===== src/rtl/fetch_sequencer.sv =====
// Instruction-fetch sequencer: walks fetch_pc through a combinational instruction memory
// and queues {pc, instruction} pairs for decode behind a valid/ready handshake.
module fetch_sequencer #(
  parameter logic [31:0] RESET_PC = 32'h0000_0000,
  parameter int          DEPTH    = 2
) (
  input  logic        clk,
  input  logic        rst,
  output logic [31:0] imem_addr,
  input  logic [31:0] imem_rdata,
  input  logic        redirect_valid,
  input  logic [31:0] redirect_pc,
  input  logic        halt,
  output logic        out_valid,
  input  logic        out_ready,
  output logic [31:0] out_instr,
  output logic [31:0] out_pc,
  output logic        halted,
  output logic [31:0] delivered_count
);

  localparam int AW = (DEPTH > 1) ? $clog2(DEPTH) : 1;
  localparam int CW = AW + 1;
  localparam logic [CW-1:0] FULL = CW'(DEPTH);

  typedef enum logic [1:0] {
    ST_BOOT,
    ST_RUN,
    ST_HALTED
  } state_t;

  state_t          r_state;
  state_t          w_state_nxt;
  logic [31:0]     r_fetch_pc;
  logic [CW-1:0]   r_count;
  logic [AW-1:0]   r_head;
  logic [AW-1:0]   r_tail;
  logic [31:0]     r_delivered;
  logic [31:0]     r_buf_pc    [DEPTH];
  logic [31:0]     r_buf_instr [DEPTH];

  logic            w_push;
  logic            w_pop;
  logic [31:0]     w_redirect_aligned;

  assign w_redirect_aligned = redirect_pc & 32'hFFFF_FFFC;
  assign w_pop              = out_valid && out_ready;

  // Fetch is gated on the registered occupancy, so a full buffer never fetches
  // even when a pop frees a slot in the same cycle.
  always_comb begin
    w_state_nxt = r_state;
    w_push      = 1'b0;
    case (r_state)
      ST_BOOT:   w_state_nxt = halt ? ST_HALTED : ST_RUN;
      ST_RUN: begin
        w_push      = (r_count < FULL) && !redirect_valid;
        w_state_nxt = halt ? ST_HALTED : ST_RUN;
      end
      ST_HALTED: w_state_nxt = halt ? ST_HALTED : ST_RUN;
      default:   w_state_nxt = ST_BOOT;
    endcase
  end

  always_ff @(posedge clk) begin
    if (rst) r_state <= ST_BOOT;
    else     r_state <= w_state_nxt;
  end

  always_ff @(posedge clk) begin
    if (rst) begin
      r_fetch_pc  <= RESET_PC;
      r_count     <= '0;
      r_head      <= '0;
      r_tail      <= '0;
      r_delivered <= '0;
    end else begin
      if (w_pop) r_delivered <= r_delivered + 32'd1;
      if (redirect_valid) begin
        r_fetch_pc <= w_redirect_aligned;
        r_count    <= '0;
        r_head     <= '0;
        r_tail     <= '0;
      end else begin
        if (w_push) begin
          r_tail     <= r_tail + AW'(1);
          r_fetch_pc <= r_fetch_pc + 32'd4;
        end
        if (w_pop) r_head <= r_head + AW'(1);
        r_count <= r_count + CW'(w_push) - CW'(w_pop);
      end
    end
  end

  // Buffer storage carries no reset; occupancy alone decides what is valid.
  always_ff @(posedge clk) begin
    if (w_push) begin
      r_buf_pc[r_tail]    <= r_fetch_pc;
      r_buf_instr[r_tail] <= imem_rdata;
    end
  end

  assign imem_addr       = r_fetch_pc;
  assign out_valid       = (r_count != '0);
  assign out_pc          = r_buf_pc[r_head];
  assign out_instr       = r_buf_instr[r_head];
  assign halted          = (r_state == ST_HALTED);
  assign delivered_count = r_delivered;

endmodule


===== config.mk =====
export PLATFORM = sky130hd
export DESIGN_NAME = fetch_sequencer
export DESIGN_NICKNAME = d
export VERILOG_FILES = /design/src/rtl/fetch_sequencer.sv
export SDC_FILE = /design/constraint.sdc
export NUM_CORES = 1
export LEC_CHECK = 0
export ABC_AREA = 1
export CAP_MARGIN = 5
export CELL_PAD_IN_SITES_DETAIL_PLACEMENT = 0
export CELL_PAD_IN_SITES_GLOBAL_PLACEMENT = 1
export CORE_UTILIZATION = 38
export DETAILED_ROUTE_END_ITERATION = 8
export PLACE_DENSITY = 0.8
export SLEW_MARGIN = 20
export SYNTH_ARGS = -nofsm -noshare
export SYNTH_HDL_FRONTEND = slang
export SYNTH_SLANG_ARGS = --single-unit

===== constraint.sdc =====
create_clock -name clk -period 5.7 [get_ports clk]
set_input_delay 1.425 -clock clk [delete_from_list [all_inputs] [get_ports clk]]
set_output_delay 1.425 -clock clk [all_outputs]
set_load 0.05 [all_outputs]

==> results.md <==
- Global-route usage over all layers: 0.189
- Ports: 199
- Crit path launch type: flip-flop
- Synth Area in XOR/XNOR: 0.0110
- Setup repair bufs after CTS: 0
- Critical path buffers and inverters: 2
- Row count: 55
- Hold Buf Count CTS: 0
- Core box area: 22600 um2
- Layer with the highest usage: met2
- First-pass GRT wire length: 34.7 mm
- Worst path top cell family by delay: buffers and inverters
- Met2 usage: 0.318
- Post-CTS resize count: 0
- DRT Pass-1 Iters: 5
- Hold WC Path Type: flip-flop to flip-flop
- Largest net degree at the start of global routing: 50
- Crit path arrival time: 2.68 ns
- Crit-path max FO: 23
- Fill cell count: 2072
- Most used DFF post-synth: edfxtp_1
- Final WL: 22.0 mm
- Area growth syn-to-layout: 32.2%
- CTS Buf Count: 17
- Post-DRT Antenna Nets: 0
- Post-synth top area share: 0.425
- Port buffer count: 192
- CTS H-tree depth: 4
- Post-Syn Area: 8750 um2
- Footprint of the multi-input gates: 3180 um2
- Netlist cell types: 38
- Final Cycle Share: 0.720
- Hold path start: delivered_count[31]
- Inserted Diodes: 0
- Synth Area in Compound Gates: 0.0510
- Sum Neg Setup Slack: 0 ns
- Clock latency on the worst-skew pair: 0.43 ns
- Synth top area cells: edfxtp_1, dfxtp_1, nand2_1
- Synth top cells by count: nand2_1, edfxtp_1, nor2_1
- Mux cell area share after synthesis: 0.0798
- Hold path depth: 2
- Slew Limit Fails: 0
- Worst R2R Start: r_count[1]
- Yosys top cell by area: edfxtp_1
- DR WL/cell: 15.8 um
- Die area: 23600 um2
- Pre-CTS setup slack: 1.73 ns
- Simple-gate share of the synthesized area: 0.213
- Setup crit end kind: output pin
- M1 GR Usage: 0.235
- Via count: 6700
- Synth Register Bits: 193
- Layout cells sized above 1: 0.127
- Nets: 1171
- Clk buf depth: 2
- Total gr overflow: 0
- Placer Congestion: 0.851
- Minimum clock period: 4.10 ns
- Post-synthesis adder-cell area fraction: 0.00572
- Measured slew at the worst slew-check pin: 0.850 ns
- Skew final: 0.0151 ns
- Width of the die: 154 um
- Max stage delay on crit path: 0.72 ns
- Final Hold Viols: 0
- Initial DRC Count: 297
- Fmax: 0.244 GHz
- Post-synth EDFFs: 124
- Final cell count without fillers: 1395
- Setup ws final: 1.60 ns
- Kind of critical path: flip-flop to output pin
- R2R setup slack: 3.48 ns
- Power consumption: 3.02 mW
- Grt met3 use: 0.0519
- Unrepaired setup endpoints after global routing: false
- Total placed cells including tap cells: 1364
- Final setup fails: 0
- Max IR drop VDD: 160 uV
- Initial antenna violation count: 1
- R2R cell count: 4
- Leakage: 4.01 nW
- Sequential area share after synthesis: 0.583
- Relative slew slack: 0.432
- Worst-path cell chain: buf_4 > mux2_2 > clkdlybuf4s50_1
- # DRC: 0
- Syn avg cell area: 9.71 um2
- CTS tree: done
- Crit path max-delay cell type: dfxtp_2
- Hpwl dp: 15.6 mm
- Die H: 154 um
- Cell Pwr Density: 261 nW/um2
- Worst r2r dst: r_buf_pc[1][4]
- Status: complete, no violations
- Ys async rst share: 0
- Mapped Cells: 901
- Largest family of logic cells by synthesized area: simple AND/OR/NAND/NOR gates
- Initial core utilization: 0.387
- Worst Path Required: 4.28 ns
- Root buf cell: clkbuf_16
- Drt via density: 4.80
- Maxcap violations: 0
- Top-count cell post-synth: nand2_1
- Warnings, synthesis: 0
- CTS Sinks: 193
- Hold Path End: delivered_count[31]
- Register Area: 5110 um2
- Clock slew at reported path FFs: 0.08 ns
- Vias in the first global route: 6423
==> metal layers <==
layer / wire [um] / vias to the layer above
li1: - / 3384
met4: 313 / 2
met5: 14 / -
met3: 1430 / 23
met2: 10500 / 187
met1: 9740 / 3104
==> cells by family after synthesis <==
group	Yosys count
buffers and inverters	122
other	1
multiplexers	62
XOR/XNOR	11
adder cells (fa/ha/maj)	4
AO/OA/AOI/OAI	81
flip-flops	193
AND/OR/NAND/NOR	427
==> registers in the layout, indices dropped and copies added (netlist names), named ones only <==
signal           flops
r_buf_instr         64
r_buf_pc            60
delivered_count     32
imem_addr           30
r_count              2
r_state              2
r_head               1
r_tail               1
==> cell usage in the layout (no fill, tap or decap), types with 3 or more instances in the layout <==
cell and instances:
nand2_1 229, clkdlybuf4s50_1 191, edfxtp_1 124, nor2_1 99
inv_1 93, dfxtp_1 68, mux2_2 62, nand3_1 46
a21oi_1 38, clkbuf_16 17, o21ai_0 16, nor2_4 12
o21ai_1 9, nor2_2 9, xor2_1 9, buf_4 9
nand2_2 7, nor3_1 7, nand4_1 6, inv_8 6
a31oi_1 5, and2_1 4, ha_1 4, conb_1 4
inv_2 3, o21bai_1 3, o21a_1 3, inv_6 3
clkinv_4 3
==> worst max path at each step <==
stage | end | slack (ns) | cells after the start
after floorplan | r_buf_instr[1][0] | 0.92 | 3
final | out_pc[18] | 1.60 | 3
after global placement | r_buf_pc[0][3] | 1.76 | 6
after detailed placement | r_buf_pc[0][3] | 1.73 | 6
after CTS | out_pc[18] | 1.50 | 3
after global routing | out_pc[7] | 1.46 | 3
==> worst reg2reg max path: stages, from the launching register on <==
cell and delay [ns]:
dfxtp_1 0.35, nor2_1 0.19, nand3_4 0.21, nor2_4 0.71, buf_4 0.43
==> report_power, final <==
group	internal [mW]	leakage [nW]	switching [mW]
Clock	0.589	0.286	0.584
Combinational	0.117	2.05	0.187
Sequential	1.52	1.68	0.0310
Total	2.22	4.01	0.802
==> stage by stage <==
| step | area, um2 | hold slack, ns | util |
|---|---|---|---|
| final | 11600 | 0.500 | 0.511 |
| after global routing | 11600 | 0.542 | 0.511 |
| after CTS | 11600 | 0.504 | 0.511 |
| after detailed placement | 11000 | 0.491 | 0.485 |
| after global placement | 11000 | 0.486 | 0.485 |
| after floorplan | 8760 | 0.474 | - |
==> layout make-up <==
| class | instances | share of cell area |
|---|---|---|
| Tap cell | 285 | 0.0308 |
| Timing Repair Buffer | 201 | 0.172 |
| Multi-Input combinational cell | 589 | 0.275 |
| Sequential cell | 193 | 0.441 |
| Clock inverter | 14 | 0.0132 |
| Inverter | 96 | 0.0312 |
| Clock buffer | 17 | 0.0368 |
(Power assumes the default switching activity.)
